### src/rtl/divider32by16_pkg.sv
// Shared definitions for the signed divider: widths, FSM encoding,
// saturation constants and sign-magnitude helpers (also used by the multiplier).
package divider32by16_pkg;

  localparam int DW   = 16;             // divisor / quotient / remainder width
  localparam int ITER = 2 * DW;         // quotient bits produced, one per cycle
  localparam int CW   = $clog2(ITER);   // iteration counter width

  localparam logic [DW-1:0] SAT_POS = 16'h7FFF;
  localparam logic [DW-1:0] SAT_NEG = 16'h8000;

  typedef enum logic [2:0] {
    IDLE,
    CONVERT,
    DIVIDE,
    FIX,
    DONE
  } state_e;

  // Magnitude of a 2*DW-bit two's-complement value; the most negative value
  // maps onto its own bit pattern, which is the correct unsigned magnitude.
  function automatic logic [2*DW-1:0] mag_wide(input logic [2*DW-1:0] v);
    return v[2*DW-1] ? (~v + 1'b1) : v;
  endfunction

  // Magnitude of a DW-bit two's-complement value, widened by one bit so the
  // most negative value (-2^(DW-1)) is representable.
  function automatic logic [DW:0] mag_narrow(input logic [DW-1:0] v);
    logic [DW:0] ext;
    ext = {v[DW-1], v};
    return ext[DW] ? (~ext + 1'b1) : ext;
  endfunction

  // Restore two's-complement form from a magnitude and a sign.
  function automatic logic [DW-1:0] apply_sign(input logic [DW-1:0] m, input logic neg);
    return neg ? (~m + 1'b1) : m;
  endfunction

endpackage

### src/rtl/divider32by16.sv
// Iterative signed divider: 32-bit dividend / 16-bit divisor, restoring
// shift-subtract on magnitudes, saturated 16-bit quotient, exact remainder.
module divider32by16
  import divider32by16_pkg::*;
(
  input  logic            clk,
  input  logic            reset,
  input  logic            start,
  input  logic [2*DW-1:0] dividend_in32bit,
  input  logic [DW-1:0]   divisor_in16bit,
  output logic            busy,
  output logic            done,
  output logic [DW-1:0]   quotient_out16bit,
  output logic [DW-1:0]   remainder_out16bit,
  output logic            overflow,
  output logic            div_zero
);

  // Largest quotient magnitudes that fit without saturation.
  localparam logic [2*DW-1:0] POS_LIM = {{DW{1'b0}}, SAT_POS};
  localparam logic [2*DW-1:0] NEG_LIM = {{DW{1'b0}}, SAT_NEG};

  state_e          state_q, state_d;
  logic [CW-1:0]   cnt_q, cnt_d;
  // Holds the raw dividend, then its magnitude; during DIVIDE dividend bits
  // shift out of the top while quotient bits shift in at the bottom.
  logic [2*DW-1:0] dvd_q, dvd_d;
  logic [DW:0]     dsr_q, dsr_d;        // raw divisor (sign-extended), then magnitude
  logic [DW-1:0]   rem_q, rem_d;        // partial remainder, always < divisor magnitude
  logic            res_neg_q, res_neg_d;
  logic            dvd_neg_q, dvd_neg_d;
  logic [DW-1:0]   quotient_q, quotient_d;
  logic [DW-1:0]   remainder_q, remainder_d;
  logic            overflow_q, overflow_d;
  logic            div_zero_q, div_zero_d;
  logic [DW:0]     rem_shift;           // 17-bit trial value for the subtract

  // Next-state and datapath: every target defaults to hold, then the state overrides.
  always_comb begin
    // NOTE: assigning every _d a default first keeps this block purely
    // combinational; a path that skipped an assignment would infer a latch.
    state_d     = state_q;
    cnt_d       = cnt_q;
    dvd_d       = dvd_q;
    dsr_d       = dsr_q;
    rem_d       = rem_q;
    res_neg_d   = res_neg_q;
    dvd_neg_d   = dvd_neg_q;
    quotient_d  = quotient_q;
    remainder_d = remainder_q;
    overflow_d  = overflow_q;
    div_zero_d  = div_zero_q;
    rem_shift   = {rem_q, dvd_q[2*DW-1]};

    case (state_q)
      IDLE: begin
        if (start) begin
          dvd_d      = dividend_in32bit;
          dsr_d      = {divisor_in16bit[DW-1], divisor_in16bit};
          overflow_d = 1'b0;
          div_zero_d = 1'b0;
          state_d    = CONVERT;
        end
      end

      CONVERT: begin
        dvd_d     = mag_wide(dvd_q);
        dsr_d     = mag_narrow(dsr_q[DW-1:0]);
        res_neg_d = dvd_q[2*DW-1] ^ dsr_q[DW-1];
        dvd_neg_d = dvd_q[2*DW-1];
        rem_d     = '0;
        cnt_d     = CW'(ITER - 1);
        state_d   = (dsr_q[DW-1:0] == '0) ? FIX : DIVIDE;
      end

      DIVIDE: begin
        if (rem_shift >= dsr_q) begin
          rem_d = DW'(rem_shift - dsr_q);
          dvd_d = {dvd_q[2*DW-2:0], 1'b1};
        end else begin
          rem_d = rem_shift[DW-1:0];
          dvd_d = {dvd_q[2*DW-2:0], 1'b0};
        end
        cnt_d = cnt_q - 1'b1;
        if (cnt_q == '0) state_d = FIX;
      end

      FIX: begin
        overflow_d = 1'b0;
        if (dsr_q == '0) begin
          quotient_d  = dvd_neg_q ? SAT_NEG : SAT_POS;
          remainder_d = '0;
          div_zero_d  = 1'b1;
        end else begin
          div_zero_d  = 1'b0;
          remainder_d = apply_sign(rem_q, dvd_neg_q);
          if (res_neg_q && dvd_q > NEG_LIM) begin
            quotient_d = SAT_NEG;
            overflow_d = 1'b1;
          end else if (!res_neg_q && dvd_q > POS_LIM) begin
            quotient_d = SAT_POS;
            overflow_d = 1'b1;
          end else begin
            quotient_d = apply_sign(dvd_q[DW-1:0], res_neg_q);
          end
        end
        state_d = DONE;
      end

      DONE:    state_d = IDLE;
      default: state_d = IDLE;
    endcase
  end

  // State, datapath and result registers with synchronous reset.
  always_ff @(posedge clk) begin
    // NOTE: registers use non-blocking assignments so every flop samples the
    // pre-edge values regardless of statement order.
    if (reset) begin
      state_q     <= IDLE;
      cnt_q       <= '0;
      dvd_q       <= '0;
      dsr_q       <= '0;
      rem_q       <= '0;
      res_neg_q   <= 1'b0;
      dvd_neg_q   <= 1'b0;
      quotient_q  <= '0;
      remainder_q <= '0;
      overflow_q  <= 1'b0;
      div_zero_q  <= 1'b0;
    end else begin
      state_q     <= state_d;
      cnt_q       <= cnt_d;
      dvd_q       <= dvd_d;
      dsr_q       <= dsr_d;
      rem_q       <= rem_d;
      res_neg_q   <= res_neg_d;
      dvd_neg_q   <= dvd_neg_d;
      quotient_q  <= quotient_d;
      remainder_q <= remainder_d;
      overflow_q  <= overflow_d;
      div_zero_q  <= div_zero_d;
    end
  end

  assign busy               = (state_q != IDLE);
  assign done               = (state_q == DONE);
  assign quotient_out16bit  = quotient_q;
  assign remainder_out16bit = remainder_q;
  assign overflow           = overflow_q;
  assign div_zero           = div_zero_q;

endmodule
### config.mk
export PLATFORM = sky130hd
export DESIGN_NAME = divider32by16
export DESIGN_NICKNAME = d
export VERILOG_FILES = /design/src/rtl/divider32by16_pkg.sv /design/src/rtl/divider32by16.sv
export SDC_FILE = /design/constraint.sdc
export NUM_CORES = 1
export LEC_CHECK = 0
export CORE_UTILIZATION = 51
export CTS_CLUSTER_SIZE = 10
export DETAILED_ROUTE_END_ITERATION = 10
export PLACE_DENSITY = 0.74
export SLEW_MARGIN = 20
export SYNTH_ARGS = -nofsm -noshare
export SYNTH_HDL_FRONTEND = slang
export SYNTH_SLANG_ARGS = --single-unit
### constraint.sdc
create_clock -name clk -period 2.88 [get_ports clk]
set_input_delay 0.432 -clock clk [delete_from_list [all_inputs] [get_ports clk]]
set_output_delay 0.432 -clock clk [all_outputs]
set_load 0.03 [all_outputs]
Yosys cells after proc, flatten, opt, wreduce, memory -nomap -nowiden

Cells that the tools add are included.
W data, S select, Z words.

Register bits after elaboration: 109
Bits of input ports: 51
Logic and storage cells: 81

$add $sub $neg: 6
Magnitude comparators: 3
Equal/unequal tests: 8
Muxes and demuxes: 28
Bitwise logic cells: 5
Reductions and logical operators: 18

Operator list:

| cell                    | number |
|---|---|
| $mux W16                | 8 |
| $pmux W32 S3            | 1 |
| $mux W32                | 2 |
| $mux W17                | 2 |
| $pmux W17 S2            | 1 |
| $add A16 B1 Y16 const B | 2 |
| $add A32 B1 Y32 const B | 1 |
| $gt A32 B15 Y1 const B  | 1 |
| $gt A32 B16 Y1 const B  | 1 |
| $not A16 Y16            | 2 |
| $not A32 Y32            | 1 |
| $pmux W16 S2            | 1 |
| $add A17 B1 Y17 const B | 1 |
| $ge A17 B17 Y1          | 1 |
| $logic_not A17 Y1       | 1 |
| $not A17 Y17            | 1 |
| $logic_not A16 Y1       | 1 |
| $sub A16 B16 Y16        | 1 |
| $pmux W3 S4             | 1 |
| $pmux W5 S2             | 1 |
| $ne A2 B2 Y1 const B    | 4 |
| $reduce_and A2 Y1       | 4 |
| $mux W1                 | 7 |
| $eq A3 B2 Y1 const B    | 2 |
| other kinds (13)        | 20 |

Longest topological paths before layout

Gate-level depths: netlist (run 1).

Word-level depth: 6
Mapped depth: 11
Mapped depth without buffers: 10

Worst setup path before layout (run 1)

No wires, ideal clock.

Path type: reg2reg
Start: reg dsr_q[10]
End: reg rem_q[10]
Arrival time: 2.621 ns
Data required time: 2.763 ns
Setup slack: 0.142 ns
Stages on the path, launching flop included: 11
Buffers on the path: 2
Clock period less this slack: 2.738 ns
Cells stage by stage: dfxtp_1 -> inv_1 -> ha_1 -> clkbuf_1 -> a21oi_1 -> o21ai_1 -> a41oi_1 -> a31oi_1 -> buf_2 -> nand2_1 -> a32o_1

Longest elaborated chain between the ends: 3
Elaborated cells on any way between the ends: 4
Classes of those cells: 1 x add/sub; 1 x order compare; 2 x mux

RTL lines:

| what                                                      | line                                     | source |
|---|---|---|
| start: declaration                                        | divider32by16.sv:28                      | `logic [DW:0] dsr_q, dsr_d;` |
| start signal: assignment                                  | divider32by16.sv:135                     | `dsr_q <= dsr_d;` |
| $sub A16 B16 Y16 / $ge A17 B17 Y1 (equally long branches) | divider32by16.sv:78, divider32by16.sv:77 |  |
| $mux W16 *                                                | divider32by16.sv:77                      | `if (rem_shift >= dsr_q) begin` |
| $pmux W16 S2 *                                            | divider32by16.sv:55                      | `case (state_q)` |
| end signal: assignment                                    | divider32by16.sv:136                     | `rem_q <= rem_d;` |
| end: declaration                                          | divider32by16.sv:29                      | `logic [DW-1:0] rem_q, rem_d;` |

Every way passes the cells marked *; elsewhere a longest branch is shown, timed or not.
A chain may end at the register's enable or synchronous reset.

Worst setup path after layout (run 1)

Start: reg dvd_q[16]
End: reg quotient_q[8] (netlist: quotient_out16bit[8])

Longest elaborated chain between the ends: 5
Elaborated cells on any way between the ends: 7
Classes of those cells: 2 x order compare; 3 x mux; 2 x reduce/logical

RTL lines:

| what                     | line                 | source |
|---|---|---|
| start: declaration       | divider32by16.sv:27  | `logic [2*DW-1:0] dvd_q, dvd_d;` |
| start signal: assignment | divider32by16.sv:134 | `dvd_q <= dvd_d;` |
| $gt A32 B15 Y1           | divider32by16.sv:100 | `end else if (!res_neg_q && dvd_q > POS_LIM) begin` |
| $logic_and A1 B1 Y1      | divider32by16.sv:100 |  |
| $mux W16                 | divider32by16.sv:100 |  |
| $mux W16 *               | divider32by16.sv:97  | `if (res_neg_q && dvd_q > NEG_LIM) begin` |
| $mux W16 *               | divider32by16.sv:90  | `if (dsr_q == '0) begin` |
| end signal: assignment   | divider32by16.sv:139 | `quotient_q <= quotient_d;` |
| end: declaration         | divider32by16.sv:32  | `logic [DW-1:0] quotient_q, quotient_d;` |

Marked as above.

==> impl_metrics.env, run 1 <==
export IMPL_status="completed"
export IMPL_p_leak_nw=3.21
export IMPL_path_class="reg2reg"
export IMPL_slew_violations=0
export IMPL_synth_cell_type_count=74
export IMPL_detail_route_iter0_violations=766
export IMPL_io_buffer_count=86
export IMPL_finalSetupTns_ns=0
export IMPL_cp_slowest_cell="or4_1"
export IMPL_die_area_sq_um=14700
export IMPL_async_flop_share_pct=0
export IMPL_detail_route_vias_per_cell=6.34
export IMPL_htreeDepth=3
export IMPL_clock_fmax_ghz=0.367
export IMPL_tightest_slew_ns=0.836
export IMPL_preCtsSetupSlack_ns=0.155
export IMPL_crit_cells=6
export IMPL_power_density_nw_per_um2=642
export IMPL_die_height_um=121
export IMPL_grt_pass1_vias=6712
export IMPL_initial_core_util_pct=52.1
export IMPL_clockBufferDepth=2
export IMPL_grt_use_total_pct=29.7
export IMPL_period_share_pct=94.7
export IMPL_r2r_end="quotient_out16bit[8]"
export IMPL_clkSlewWorstSetupHoldPaths_ns=0.08
export IMPL_grt_pass1_wl_um=34500
export IMPL_critPathLaunchType="flop"
export IMPL_clk_latency_ns=0.37
export IMPL_clkPwrFrac_pct=22.9
export IMPL_crit_top_cell="or4_1"
export IMPL_synthTopCellsByArea="dfxtp_1, nor2_1, a21oi_1, nand2_1, a22oi_1"
export IMPL_syn_mean_instance_area_sq_um=7.73
export IMPL_seq_power_share_pct=33.3
export IMPL_maxSlewHeadroom_pct=44.3
export IMPL_setup_viol_count_final=0
export IMPL_cp_top_family="simple AND/OR/NAND/NOR gates"
export IMPL_path_max_fanout=14
export IMPL_path_cells="or4_1, or2_1, or4_1, a21boi_0, o211ai_1, a211oi_2"
export IMPL_drive_gt1_share_pct=9.68
export IMPL_hold_end="remainder_out16bit[1]"
export IMPL_grt_max_degree=61
export IMPL_fin_ws_ns=0.154
export IMPL_cp_required_ns=3.10
export IMPL_r2r_start="dvd_q[16]"
export IMPL_synth_edff_count=0
export IMPL_drt_wl_total_um=21600
export IMPL_cts_sinks=109
export IMPL_p_int_w=0.00331
export IMPL_die_w_um=121
export IMPL_critPathCaptureType="flop"
export IMPL_io_pins=87
export IMPL_synth_area_sq_um=7230
export IMPL_final_nets=1071
export IMPL_drtAntennaViolNets=0
export IMPL_dp_final_hpwl_um=15400
export IMPL_r2r_cells=6
export IMPL_cts_buffers_inserted=9
export IMPL_rsz0062_at_grt="false"
export IMPL_whs_path_depth=2
export IMPL_route_detailed_drc=0
export IMPL_synth_nets=1010
export IMPL_hold_buffers=0
export IMPL_ys_ff_latch=109
export IMPL_max_stage_delay_ns=0.78
export IMPL_routedWlPerCell_um=18.3
export IMPL_fin_cells=1182
export IMPL_crit_buf_inv=0
export IMPL_p_switching_w=0.00225
export IMPL_yosys_warnings=0
export IMPL_coreArea_sq_um=13900
export IMPL_final_setup_skew_ns=0.0127
export IMPL_place_inst=1166
export IMPL_peakVddDrop_mv=0.369
export IMPL_timing_hold_ws_ns=0.449
export IMPL_cts_tree="done"
export IMPL_hold_viol=0
export IMPL_gp_congestion=0.910
export IMPL_drtPass1Iterations=6
export IMPL_r2r_setup_slack_ns=0.15
export IMPL_swShare_pct=40.5
export IMPL_overflow=0
export IMPL_finalCriticalPeriod_ns=2.73
export IMPL_worst_ep_arrival_time_ns=2.95
export IMPL_dr_total_vias=7488
export IMPL_synth_most_common_cell="dfxtp_1"
export IMPL_min_delay_start="remainder_out16bit[1]"
export IMPL_ys_seq_area_share_pct=30.2
export IMPL_synthCells=936
export IMPL_root_buffer="clkbuf_16"
export IMPL_combPwrFrac_pct=43.9
export IMPL_hold_class="reg2reg"
export IMPL_synth_top_area_share_pct=30.2
export IMPL_netlist_top_cell_by_area="dfxtp_1"
export IMPL_antenna_found_initial=0
export IMPL_synthToLayoutAreaGrowth_pct=19.7
export IMPL_post_cts_setup_buffer_count=0
export IMPL_synth_flop_cell="dfxtp_1"
export IMPL_rows=43
export IMPL_cap_violations=0
export IMPL_synth_top_cells_by_count="dfxtp_1, nor2_1, nand2_1, clkbuf_1, a21oi_1"
export IMPL_finalPower_w=0.00556
export IMPL_antennaDiodeCount=0
cell type report:
cell class                 count  area (sq um)
multi-input combinational    712          4610
clock buffer                  11           253
timing repair buffer         132          1220
clock inverter                 5          43.8
inverter                      33           124
tap                          180           225
fill                        1269          5230
sequential                   109          2180
state kept, by name (all words and copies together) (netlist names):
| register | flops |
|---|---|
| rem_q | 16 |
| dvd_neg_q | 1 |
| res_neg_q | 1 |
| remainder_out16bit | 16 |
| overflow | 1 |
| quotient_out16bit | 16 |
| div_zero | 1 |
| dvd_q | 32 |
| dsr_q | 17 |
| state_q | 3 |
| cnt_q | 5 |
power by group through the flow:
stage / Combinational [W] / Clock, W / Sequential, W
floorplan: 0.00175 / 0 / 0.00181
global placement: 0.00237 / 0 / 0.00187
detailed placement: 0.00238 / 0 / 0.00187
CTS: 0.00239 / 0.00127 / 0.00184
global route: 0.00265 / 0.00133 / 0.00187
finish: 0.00244 / 0.00127 / 0.00185
per-layer routing:
| layer | part of all wire [%] | track usage [%] | up-vias |
|---|---|---|---|
| met5 | 0 | 0 | - |
| met3 | 6.8 | 5.17 | 34 |
| met4 | 2.2 | 9.03 | 0 |
| met2 | 46 | 46.8 | 299 |
| met1 | 45 | 41.3 | 3522 |
| li1 | - | - | 3633 |
worst max-delay path by stage:
stage / startpoint / slack [ns] / end
global placement: dvd_q[16] / 0.20 / quotient_out16bit[8]
global route: dvd_q[0] / 0.01 / dvd_q[10]
finish: dvd_q[16] / 0.15 / quotient_out16bit[8]
floorplan: dsr_q[10] / 0.14 / rem_q[10]
CTS: dvd_q[31] / 0.12 / rem_q[14]
detailed placement: dvd_q[31] / 0.16 / rem_q[14]
tightest hold or removal path: cells and delay by family, from the launching register on:
family	cells	cell delay, ns
flops	1	0.31
compound gates	1	0.05
simple gates	1	0.05
what timing repair did:
item	CTS	global route
gates resized for setup	0	4
endpoints found under the setup margin	0	8
endpoints found under the hold margin	0	0
cell families after synthesis:
group	count (synthesis)	share of synthesized area, %
mux	10	1.38
buf+inv	115	6.56
simple gates	332	22.3
xor+xnor	32	3.88
flops	109	30.2
compound gates	315	31.6
fa+ha+maj	23	4.08
placed cells by master (no fill, tap or decap), drive strengths merged, types with 6 or more instances in the layout:
cell / n
a32oi: 6
a211oi: 31
or4: 11
a31oi: 10
a22o: 6
dfxtp: 109
a311o: 8
a221oi: 9
nand2b: 9
o21ai: 49
inv: 34
a21o: 7
clkdlybuf4s50: 85
nor2: 108
buf: 47
a21oi: 62
o31ai: 20
nand4: 8
nor3: 36
nand2: 77
clkbuf: 11
mux2i: 10
nor4: 18
a222oi: 6
ha: 22
xnor2: 28
a22oi: 38
a221o: 7
nand3: 30
o211ai: 10
stage by stage:
step / instance area, sq um / util [%]
floorplan: 7230 / -
global placement: 8340 / 60.1
detailed placement: 8340 / 60.1
CTS: 8640 / 62.2
global route: 8650 / 62.3
finish: 8650 / 62.3
(Power assumes the default switching activity.)
==> run 2: changes to the inputs <==
--- a/config.mk
+++ b/config.mk
@@ -6,4 +6,5 @@
 export NUM_CORES = 1
 export LEC_CHECK = 0
+export CORE_MARGIN = 2
 export CORE_UTILIZATION = 51
 export CTS_CLUSTER_SIZE = 10
==> constraint.sdc (replaced) <==
create_clock -name clk -period 2.88 [get_ports clk]
set_input_delay 0.864 -clock clk [delete_from_list [all_inputs] [get_ports clk]]
set_output_delay 0.864 -clock clk [all_outputs]
set_load 0.03 [all_outputs]
==> run 2 against run 1 <==
Net effect: combinational power up 3%; global-route usage barely moved; register-to-register slack hardly changed; routed wire length grew 2.6%; die area grew 3.3%; clock power increased by 4%; fmax shrank 0.38%; largest cell class unchanged.
==> impl_metrics.env, run 2 (same netlist as run 1, synthesis figures left out) <==
export IMPL_fill_cells=1263
export IMPL_detail_route_iter0_violations=763
export IMPL_path_class="reg2reg"
export IMPL_die_height_um=123
export IMPL_initial_core_util_pct=52.1
export IMPL_drt_wl_total_um=22200
export IMPL_rsz0062_at_grt="false"
export IMPL_cap_violations=0
export IMPL_finalCriticalPeriod_ns=2.74
export IMPL_post_cts_setup_buffer_count=0
export IMPL_hold_viol=0
export IMPL_drtPass1Iterations=7
export IMPL_antennaDiodeCount=0
export IMPL_antenna_found_initial=0
export IMPL_r2r_cells=8
export IMPL_die_w_um=123
export IMPL_min_delay_start="remainder_out16bit[2]"
export IMPL_detail_route_vias_per_cell=6.43
export IMPL_dp_final_hpwl_um=16100
export IMPL_grt_use_total_pct=29.7
export IMPL_critPathLaunchType="flop"
export IMPL_clkSlewWorstSetupHoldPaths_ns=0.08
export IMPL_clock_fmax_ghz=0.365
export IMPL_grt_use_met1_pct=41.5
export IMPL_final_cell_mix="dfxtp_1, nor2_1, clkdlybuf4s50_1, nand2_1, a21oi_1"
export IMPL_final_nets=1086
export IMPL_power_density_nw_per_um2=644
export IMPL_grt_pass1_wl_um=35900
export IMPL_r2r_setup_slack_ns=0.14
export IMPL_whs_path_depth=2
export IMPL_cp_required_ns=3.15
export IMPL_drtAntennaViolNets=0
export IMPL_worst_ep_arrival_time_ns=3.01
export IMPL_slew_violations=0
export IMPL_peakVddDrop_mv=0.370
export IMPL_cts_buffers_inserted=9
export IMPL_hold_class="reg2reg"
export IMPL_coreArea_sq_um=13900
export IMPL_place_area_sq_um=8470
export IMPL_drive_gt1_share_pct=10.8
export IMPL_clk_latency_ns=0.36
export IMPL_top_register="dvd_q"
export IMPL_grt_max_degree=61
export IMPL_p_leak_nw=3.29
export IMPL_layout_commonest_cell="dfxtp_1"
export IMPL_setup_viol_count_final=0
export IMPL_r2r_end="quotient_out16bit[1]"
export IMPL_routedWlPerCell_um=18.6
export IMPL_die_area_sq_um=15100
export IMPL_critPathCaptureType="flop"
export IMPL_synthToLayoutAreaGrowth_pct=21.5
export IMPL_r2r_start="dvd_q[0]"
export IMPL_hold_end="remainder_out16bit[2]"
export IMPL_hold_buffers=0
export IMPL_route_detailed_drc=0
export IMPL_clockBufferDepth=2
export IMPL_root_buffer="clkbuf_16"
export IMPL_finalSetupTns_ns=0
export IMPL_use_met2_pct=46.5
export IMPL_final_setup_skew_ns=0.0148
export IMPL_maxSlewHeadroom_pct=39.7
export IMPL_cts_resized=0
export IMPL_utilization_pct=63.3
export IMPL_largest_reg_flops=32
export IMPL_grtUsageMet3_pct=4.98
export IMPL_dr_total_vias=7695
export IMPL_htreeDepth=3
export IMPL_path_max_fanout=8
export IMPL_status="completed"
export IMPL_preCtsSetupSlack_ns=0.209
export IMPL_overflow=0
export IMPL_io_buffer_count=86
export IMPL_tightest_slew_ns=0.905
export IMPL_io_pins=87
export IMPL_grt_pass1_vias=7023
export IMPL_top_usage_layer="met2"
export IMPL_rows=43
export IMPL_period_share_pct=95.0
export IMPL_cts_tree="done"
export IMPL_final_area_sq_um=8780
export IMPL_gp_congestion=0.972
export IMPL_cts_sinks=109
export IMPL_reg_top3="dvd_q: 32 flops, dsr_q: 17 flops"
export IMPL_fin_ws_ns=0.143
run 2: critical path: stages, from the launching register on:
cell,delay (ns)
dfxtp_1,0.35
inv_1,0.11
ha_1,0.21
or3b_1,0.38
or4_4,0.45
o311ai_4,0.30
and3_1,0.45
o221ai_2,0.15
a211oi_1,0.25
run 2: report_power, final:
| group | switching (W) | leakage (nW) | total (W) | internal (W) |
|---|---|---|---|---|
| clock | 0.000613 | 0.142 | 0.00132 | 0.000706 |
| combinational | 0.00146 | 2.26 | 0.00251 | 0.00105 |
| sequential | 0.000188 | 0.889 | 0.00183 | 0.00165 |
| total | 0.00226 | 3.29 | 0.00566 | 0.00340 |
run 2: per-layer routing:
metal  routed length (um)  vias up
met1                10100     3642
met5                    0        -
met2                10100      351
met3                 1550       40
li1                     -     3662
met4                  481        0
run 2: stage by stage:
step	power, W	cells	hold slack [ns]
floorplan	0.00356	936	0.444
global placement	0.00429	1181	0.439
detailed placement	0.00431	1181	0.446
CTS	0.00562	1197	0.457
global route	0.00599	1197	0.481
finish	0.00566	1197	0.451
run 2: final cells by class:
| type | instances | area, sq um | share of cell area [%] |
|---|---|---|---|
| clock buffers | 10 | 239 | 2.72 |
| flip-flops and latches | 109 | 2180 | 24.8 |
| multi-input cells | 712 | 4600 | 52.4 |
| repair buffers | 147 | 1340 | 15.3 |
| inverters | 33 | 124 | 1.41 |
| clock inverters | 6 | 70.1 | 0.798 |
| well taps | 180 | 225 | 2.56 |
run 2: how the worst max path moves through the flow:
stage               slack (ns)  cells after the start                     to  startpoint
finish                    0.14                      8   quotient_out16bit[1]    dvd_q[0]
global route              0.01                      3                   busy  state_q[0]
CTS                       0.14                      3                   busy  state_q[0]
detailed placement        0.21                      8   quotient_out16bit[8]    dvd_q[0]
global placement          0.26                      6  quotient_out16bit[12]   dvd_q[16]
floorplan                 0.14                     10              rem_q[10]   dsr_q[10]
